$ cat config.mk
export PLATFORM = sky130hd
export DESIGN_NAME = uart_prog_loader_flat
export DESIGN_NICKNAME = d
export VERILOG_FILES = /design/src/rtl/uart_prog_loader_if.sv /design/src/rtl/uart_prog_loader.sv /design/src/flat_wrapper.sv
export SDC_FILE = /design/constraint.sdc
export NUM_CORES = 1
export LEC_CHECK = 0
export BUFFER_PORTS_ARGS = -buffer_cell sky130_fd_sc_hd__buf_2
export CORE_UTILIZATION = 60
export DETAILED_ROUTE_END_ITERATION = 8
export GPL_TIMING_DRIVEN = 1
export PLACE_DENSITY = 0.85
export SLEW_MARGIN = 20
export SYNTH_ARGS = -nofsm -noshare
export SYNTH_HDL_FRONTEND = slang
export SYNTH_SLANG_ARGS = --single-unit
$ cat constraint.sdc
create_clock -name upg_clk_i -period 4.9 [get_ports upg_clk_i]
set_input_delay 0 -clock upg_clk_i [delete_from_list [all_inputs] [get_ports upg_clk_i]]
set_output_delay 0 -clock upg_clk_i [all_outputs]
set_load 0.01 [all_outputs]
$ cat src/rtl/uart_prog_loader_if.sv
// Upgrade-port bundle: UART rx line in, instruction-memory write bus and status out.
interface uart_prog_loader_if;
  logic        rx;
  logic        upg_wen_o;
  logic [13:0] upg_adr_o;
  logic [31:0] upg_dat_o;
  logic        upg_done_o;
  logic        frame_err_o;

  modport master (
    input  rx,
    output upg_wen_o, upg_adr_o, upg_dat_o, upg_done_o, frame_err_o
  );

  modport slave (
    output rx,
    input  upg_wen_o, upg_adr_o, upg_dat_o, upg_done_o, frame_err_o
  );
endinterface

$ cat src/rtl/uart_prog_loader.sv
// 8N1 UART receiver feeding a loader that turns a counted little-endian word stream
// into instruction-memory writes, then raises a sticky done flag.
module uart_prog_loader #(
  parameter int unsigned CLKS_PER_BIT = 868
) (
  input logic                 upg_clk_i,
  input logic                 upg_rst_i,
  uart_prog_loader_if.master  bus
);

  localparam int unsigned CntW = $clog2(CLKS_PER_BIT);
  localparam logic [CntW-1:0] LastCnt = CntW'(CLKS_PER_BIT - 1);
  localparam logic [CntW-1:0] HalfCnt = CntW'(CLKS_PER_BIT / 2 - 1);

  typedef enum logic [1:0] {RIdle, RStart, RData, RStop} rx_state_e;
  typedef enum logic [1:0] {LCnt0, LCnt1, LData, LDone} ld_state_e;

  // Synchroniser resets to the idle level so reset release never looks like a start bit.
  logic rx_meta_q, rxs_q;

  always_ff @(posedge upg_clk_i or posedge upg_rst_i) begin
    if (upg_rst_i) begin
      rx_meta_q <= 1'b1;
      rxs_q     <= 1'b1;
    end else begin
      rx_meta_q <= bus.rx;
      rxs_q     <= rx_meta_q;
    end
  end

  rx_state_e       r_state_q;
  logic [CntW-1:0] cnt_q;
  logic [2:0]      bit_idx_q;
  logic [7:0]      shreg_q;
  logic [7:0]      byte_q;
  logic            byte_vld_q;
  logic            frame_err_q;

  always_ff @(posedge upg_clk_i or posedge upg_rst_i) begin
    if (upg_rst_i) begin
      r_state_q   <= RIdle;
      cnt_q       <= '0;
      bit_idx_q   <= '0;
      shreg_q     <= '0;
      byte_q      <= '0;
      byte_vld_q  <= 1'b0;
      frame_err_q <= 1'b0;
    end else begin
      byte_vld_q <= 1'b0;
      unique case (r_state_q)
        RIdle: begin
          cnt_q <= '0;
          if (!rxs_q) r_state_q <= RStart;
        end
        RStart: begin
          if (cnt_q == HalfCnt) begin
            cnt_q     <= '0;
            bit_idx_q <= '0;
            r_state_q <= rxs_q ? RIdle : RData;
          end else begin
            cnt_q <= cnt_q + 1'b1;
          end
        end
        RData: begin
          if (cnt_q == LastCnt) begin
            cnt_q     <= '0;
            shreg_q   <= {rxs_q, shreg_q[7:1]};
            bit_idx_q <= bit_idx_q + 3'd1;
            if (bit_idx_q == 3'd7) r_state_q <= RStop;
          end else begin
            cnt_q <= cnt_q + 1'b1;
          end
        end
        RStop: begin
          // Returning at mid stop bit leaves half a bit of slack for back-to-back frames.
          if (cnt_q == LastCnt) begin
            cnt_q     <= '0;
            r_state_q <= RIdle;
            if (rxs_q) begin
              byte_q     <= shreg_q;
              byte_vld_q <= 1'b1;
            end else begin
              frame_err_q <= 1'b1;
            end
          end else begin
            cnt_q <= cnt_q + 1'b1;
          end
        end
        default: r_state_q <= RIdle;
      endcase
    end
  end

  ld_state_e   l_state_q;
  logic [7:0]  cnt_lo_q;
  logic [13:0] n_words_q;
  logic [13:0] word_idx_q;
  logic [1:0]  byte_idx_q;
  logic [23:0] word_buf_q;
  logic        wen_q;
  logic [13:0] adr_q;
  logic [31:0] dat_q;
  logic        done_q;
  logic [13:0] n_rx;

  assign n_rx = {byte_q[5:0], cnt_lo_q};

  always_ff @(posedge upg_clk_i or posedge upg_rst_i) begin
    if (upg_rst_i) begin
      l_state_q  <= LCnt0;
      cnt_lo_q   <= '0;
      n_words_q  <= '0;
      word_idx_q <= '0;
      byte_idx_q <= '0;
      word_buf_q <= '0;
      wen_q      <= 1'b0;
      adr_q      <= '0;
      dat_q      <= '0;
      done_q     <= 1'b0;
    end else begin
      wen_q <= 1'b0;
      unique case (l_state_q)
        LCnt0: begin
          if (byte_vld_q) begin
            cnt_lo_q  <= byte_q;
            l_state_q <= LCnt1;
          end
        end
        LCnt1: begin
          if (byte_vld_q) begin
            n_words_q  <= n_rx;
            word_idx_q <= '0;
            byte_idx_q <= '0;
            if (n_rx == 14'd0) begin
              l_state_q <= LDone;
              done_q    <= 1'b1;
            end else begin
              l_state_q <= LData;
            end
          end
        end
        LData: begin
          if (byte_vld_q) begin
            // Shift right so the first three bytes land little-endian in word_buf_q.
            word_buf_q <= {byte_q, word_buf_q[23:8]};
            byte_idx_q <= byte_idx_q + 2'd1;
            if (byte_idx_q == 2'd3) begin
              wen_q      <= 1'b1;
              adr_q      <= word_idx_q;
              dat_q      <= {byte_q, word_buf_q};
              word_idx_q <= word_idx_q + 14'd1;
              if (word_idx_q == n_words_q - 14'd1) l_state_q <= LDone;
            end
          end
        end
        LDone:   done_q <= 1'b1;
        default: l_state_q <= LCnt0;
      endcase
    end
  end

  assign bus.upg_wen_o   = wen_q;
  assign bus.upg_adr_o   = adr_q;
  assign bus.upg_dat_o   = dat_q;
  assign bus.upg_done_o  = done_q;
  assign bus.frame_err_o = frame_err_q;

endmodule

$ cat src/flat_wrapper.sv
// flat-port wrapper written by rule: the top's interface ports become plain ports
module uart_prog_loader_flat 
#(
  parameter int unsigned CLKS_PER_BIT = 868
)
  (upg_clk_i, upg_rst_i, bus_rx, bus_upg_wen_o, bus_upg_adr_o, bus_upg_dat_o, bus_upg_done_o, bus_frame_err_o);
  uart_prog_loader_if bus_i ();
  input logic upg_clk_i;
  input logic upg_rst_i;
  input wire logic [$bits(bus_i.rx)-1:0] bus_rx;
  output wire logic [$bits(bus_i.upg_wen_o)-1:0] bus_upg_wen_o;
  output wire logic [$bits(bus_i.upg_adr_o)-1:0] bus_upg_adr_o;
  output wire logic [$bits(bus_i.upg_dat_o)-1:0] bus_upg_dat_o;
  output wire logic [$bits(bus_i.upg_done_o)-1:0] bus_upg_done_o;
  output wire logic [$bits(bus_i.frame_err_o)-1:0] bus_frame_err_o;
  assign bus_i.rx = bus_rx;
  assign bus_upg_wen_o = bus_i.upg_wen_o;
  assign bus_upg_adr_o = bus_i.upg_adr_o;
  assign bus_upg_dat_o = bus_i.upg_dat_o;
  assign bus_upg_done_o = bus_i.upg_done_o;
  assign bus_frame_err_o = bus_i.frame_err_o;
  uart_prog_loader #(.CLKS_PER_BIT(CLKS_PER_BIT)) u_core (.upg_clk_i(upg_clk_i), .upg_rst_i(upg_rst_i), .bus(bus_i));
endmodule
## Word level (Yosys, flattened, before mapping)

Index checks and enable logic that the tools add are counted.
Widths: inputs -> output; s select.

| storage, ports and cells | value |
|---|---|
| word-level logic and storage cells | 104 |
| register bits | 147 |
| output and inout port bits | 49 |
| input bits | 3 |

| operators by class | value |
|---|---|
| bitwise gates (word level) | 1 |
| reduce and logical (&&, ||, !) cells | 21 |
| add/subtract/negate cells | 5 |
| equality and inequality tests | 22 |
| muxes and demuxes | 36 |

Operators by type and width:

| cell | count |
|---|---|
| $mux 14 | 3 |
| $pmux 10 s3 | 1 |
| $pmux 14 s2 | 1 |
| $mux 2 | 13 |
| $mux 10 | 2 |
| $ne 2x1->1 const B | 10 |
| $reduce_and 3->1 | 6 |
| $add 14x1->14 const B | 1 |
| $eq 14x14->1 | 1 |
| $logic_not 14->1 | 1 |
| $sub 14x1->14 const B | 1 |
| $add 10x1->10 const B | 1 |
| $eq 10x10->1 const B | 1 |
| $eq 10x9->1 const B | 1 |
| $eq 2x2->1 const B | 5 |
| $mux 1 | 9 |
| $pmux 2 s4 | 1 |
| $reduce_and 2->1 | 4 |
| $mux 3 | 2 |
| $pmux 2 s3 | 1 |
| $pmux 3 s2 | 1 |
| $reduce_and 6->1 | 1 |
| $reduce_bool 2->1 | 3 |
| $reduce_and 5->1 | 1 |
| other kinds (12) | 14 |

## Depth between registers and ports, before layout

| depth | value |
|---|---|
| depth in word-level cells | 6 |
| depth in mapped cells | 9 |
| mapped depth without buffers | 9 |

## Worst setup path after synthesis

No wires, ideal clock.

| path | value |
|---|---|
| path kind | reg2reg |
| from | reg u_core.n_words_q[0] |
| to | reg u_core.l_state_q[1] |
| data required time | 4,775 ps |
| slack | 2,472 ps |
| arrival | 2,303 ps |
| cell stages (with the launch flop) | 10 |
| library setup time | 125 ps |
| clock period less this slack | 2,428 ps |
| path buffers | 0 |
| cell sequence | dfrtp_1 -> inv_1 -> ha_1 -> or4b_4 -> nor3_4 -> xnor2_1 -> a2111oi_1 -> nand4_1 -> a21o_1 -> mux2_4 |

| between the ends | value |
|---|---|
| longest elaborated chain between the ends | 4 |

Ends and longest elaborated chain:

| item | line | RTL |
|---|---|---|
| from (decl) | uart_prog_loader.sv:96 | `logic [13:0] n_words_q;` |
| from (signal assigned) | uart_prog_loader.sv:131 | `n_words_q <= n_rx;` |
| $sub 14x1->14 | uart_prog_loader.sv:152 | `if (word_idx_q == n_words_q - 14'd1) l_state_q <= LDone;` |
| $eq 14x14->1 | uart_prog_loader.sv:152 |  |
| $ne 2x1->1 (no source line) | -- |  |
| $reduce_and 6->1 (no source line) | -- |  |
| to (signal assigned) | uart_prog_loader.sv:138 | `l_state_q <= LData;` |
| to (signal assigned) | uart_prog_loader.sv:152 |  |
| to (signal assigned) | uart_prog_loader.sv:157 | `default: l_state_q <= LCnt0;` |
| to (decl) | uart_prog_loader.sv:94 | `ld_state_e l_state_q;` |

Every way passes these cells.
A chain may end at the register's enable or synchronous reset.

## Worst setup path in the final report

Ends and elaborated chain as after synthesis.

==> results.cfg <==
[grt]
grt_pass1_vias = 4335
grt_pass1_wl_um = 21100
grt_max_degree = 94
antenna_found_initial = 0
grt-ovfl-total = 0
gr-usage-all-layers_pct = 24.7

[critical_path]
ff2ff_setup_slack_ps = 2270
critPathArrivalTime_ps = 3040
cp-start-kind = flop
cp-end-kind = flop
crit_fanout = 5
cp.required_ps = 5310
crit_type = flop to flop

[detailed_routing]
drt-initial-drc-count = 228
wire_per_inst_um = 16.9
via_per_inst = 5.73
ant_nets = 0
drt_wl_total_um = 12300
drc_errors = 0
vias = 4185
first_pass_iters = 5

[synthesis]
synth_area_leaders = dfrtp_1 56%, mux2_2 17%, ha_1 3.3%, nand2_1 3.1%, xnor2_1 2.2%
ys_ff_latch = 147
synth_edf_count = 0
syn_nets = 547
seq_area_frac_synth_pct = 56.7
yosysUniqueCellTypes = 50
synth_top_cell_area_share_pct = 55.9
synth_common_cells = 145 x dfrtp_1, 100 x mux2_2, 54 x nand2_1, 32 x nor2_1, 22 x o21ai_0
ys_warn_count = 0
avgSynthCellArea_um2 = 12.3
yosys.area.top_type = dfrtp_1
synth_top_flop_cell = dfrtp_1
syn_inst = 527
netlist_area_um2 = 6490
yosysMostFrequentCell = dfrtp_1
synthArstFlopShare_pct = 100

[sta]
hold_viol = 0
fin_crit_sh_pct = 53.7
tightest_slew_ps = 1080
slew_headroom_pct = 28.1
setup_viol = 0
finalClockSkew_ps = 9.05
layout_min_cycle_time_ps = 2630
setup-tns-final_ps = 0
drv_slew = 0
fmax_mhz = 380
rsz0062_at_grt = false

[placement]
dp_hpwl_um = 8010
io_buffers = 51
placed_cell_area_um2 = 6870
gp_congestion = 0.957

[outcome]
status = finished clean

[layout]
num-nets-final = 602
regArea_um2 = 3680
drive_above_1_share_pct = 33.3
multi_input_area_um2 = 2690
fill_cells = 678
diodes = 0
areaGrowthSynthToFinish_pct = 15.7
stdcell_area_um2 = 7510

[floorplanning]
die_area_um2 = 11200
num_rows = 37
initial_utilization_pct = 62.3
die_y_um = 106
die_x_um = 106
io_pins = 52
core-area_um2 = 10400

[clock_tree]
clockBufferDepth = 2
post_cts_resize_count = 0
cts_tree = yes
ctsHoldBuffers = 2
cts_setup_buffers = 0
clock_latency_ps = 530
htree_levels = 4
cts-buffers-inserted = 17
clkTransAtPathRegs_ps = 70
ctsRootBufferMaster = clkbuf_8
cts_sinks = 147

[power_and_ir_drop]
ir_worst_vdd_mv = 0.246
p_leak_nw = 3.90
power_density_nw_per_um2 = 346

[hold_path]
hp-class = primary input to flop

[run]
cap_violations = 0
==> kinds of logic after synthesis <==
family	synth area share, %
buf+inv	1.93
flops	56.7
mux	18.2
compound gates	3.84
xor+xnor	4.32
fa+ha+maj	3.28
simple gates	11.7
==> routing by layer <==
layer	share of wire [%]	GRT usage, %	vias up
li1	-	-	1951
met1	45	31.6	2085
met2	50	40.8	127
met3	4.1	5.82	22
met4	1.7	9.82	0
met5	0	0	-
==> flip-flops by register name, indices dropped and copies added (netlist names), 3 cells and up, named ones only <==
register and cells:
u_core.bus.upg_adr_o 14, u_core.n_words_q 14, u_core.bit_idx_q 3, u_core.word_idx_q 14
u_core.cnt_q 10, u_core.word_buf_q 24, u_core.shreg_q 8, u_core.byte_q 8
u_core.bus.upg_dat_o 32, u_core.cnt_lo_q 8
==> cell usage in the layout, fill, tap and decap left out, types with 3 or more instances in the layout <==
cell / count
a21oi_1: 6
buf_2: 51
bufinv_16: 4
clkbuf_16: 16
clkinv_4: 3
dfrtp_1: 145
ha_1: 17
inv_1: 12
inv_6: 4
mux2_2: 100
mux2i_1: 4
nand2_1: 54
nand2b_1: 7
nand3_1: 11
nand4_1: 8
nor2_1: 32
nor2b_1: 3
nor3_1: 8
nor4_1: 4
o21ai_0: 22
or3_1: 3
xnor2_1: 16
xor2_1: 16
==> area by class of cell <==
class | count | area share [%]
inverters | 14 | 0.767
flip-flops and latches | 147 | 49.0
clock buffers | 18 | 5.57
multi-input cells | 347 | 35.8
repair buffers | 55 | 3.87
well taps | 136 | 2.27
clock inverters | 14 | 2.68
==> path summary, 6_finish.rpt <==
check / start / to / cells past startpoint
min reg2reg: u_core.rx_meta_q / u_core.rxs_q / 0
min in group asynchronous: upg_rst_i / u_core.bus.upg_dat_o[23] / 3
max reg2reg: u_core.n_words_q[0] / u_core.l_state_q[1] / 9
max: u_core.n_words_q[0] / u_core.l_state_q[1] / 9
min: bus_rx / u_core.rx_meta_q / 2
max in group asynchronous: upg_rst_i / u_core.word_idx_q[5] / 4
==> through the flow <==
stage          cells  hold slack, ps  setup slack (ps)  util [%]  total power [mW]
5_1_grt          731             110              2080      72.1              2.67
3_5_place_dp     697             119              2260      65.9              1.26
6_report         731             119              2270      72.1              2.60
2_1_floorplan    527            4.48               952         -              1.26
3_3_place_gp     697             109              2370      65.9              1.26
4_1_cts          731             106              2260      72.1              2.61
==> critical path: stages (launching register included) <==
cell	delay, ps
dfrtp_1	410
inv_1	90
ha_1	200
or4b_4	530
nor3_4	180
xnor2_1	80
a2111oi_1	350
nand4_1	160
a21o_1	230
mux2_4	290
==> report_power, final <==
group / total, mW / internal (mW) / switching [mW] / leakage, nW
Combinational: 0.0255 / 0.00260 / 0.0229 / 1.56
Sequential: 1.22 / 1.22 / 0.000715 / 2.03
Clock: 1.35 / 0.836 / 0.518 / 0.302
(Power assumes the default switching activity.)
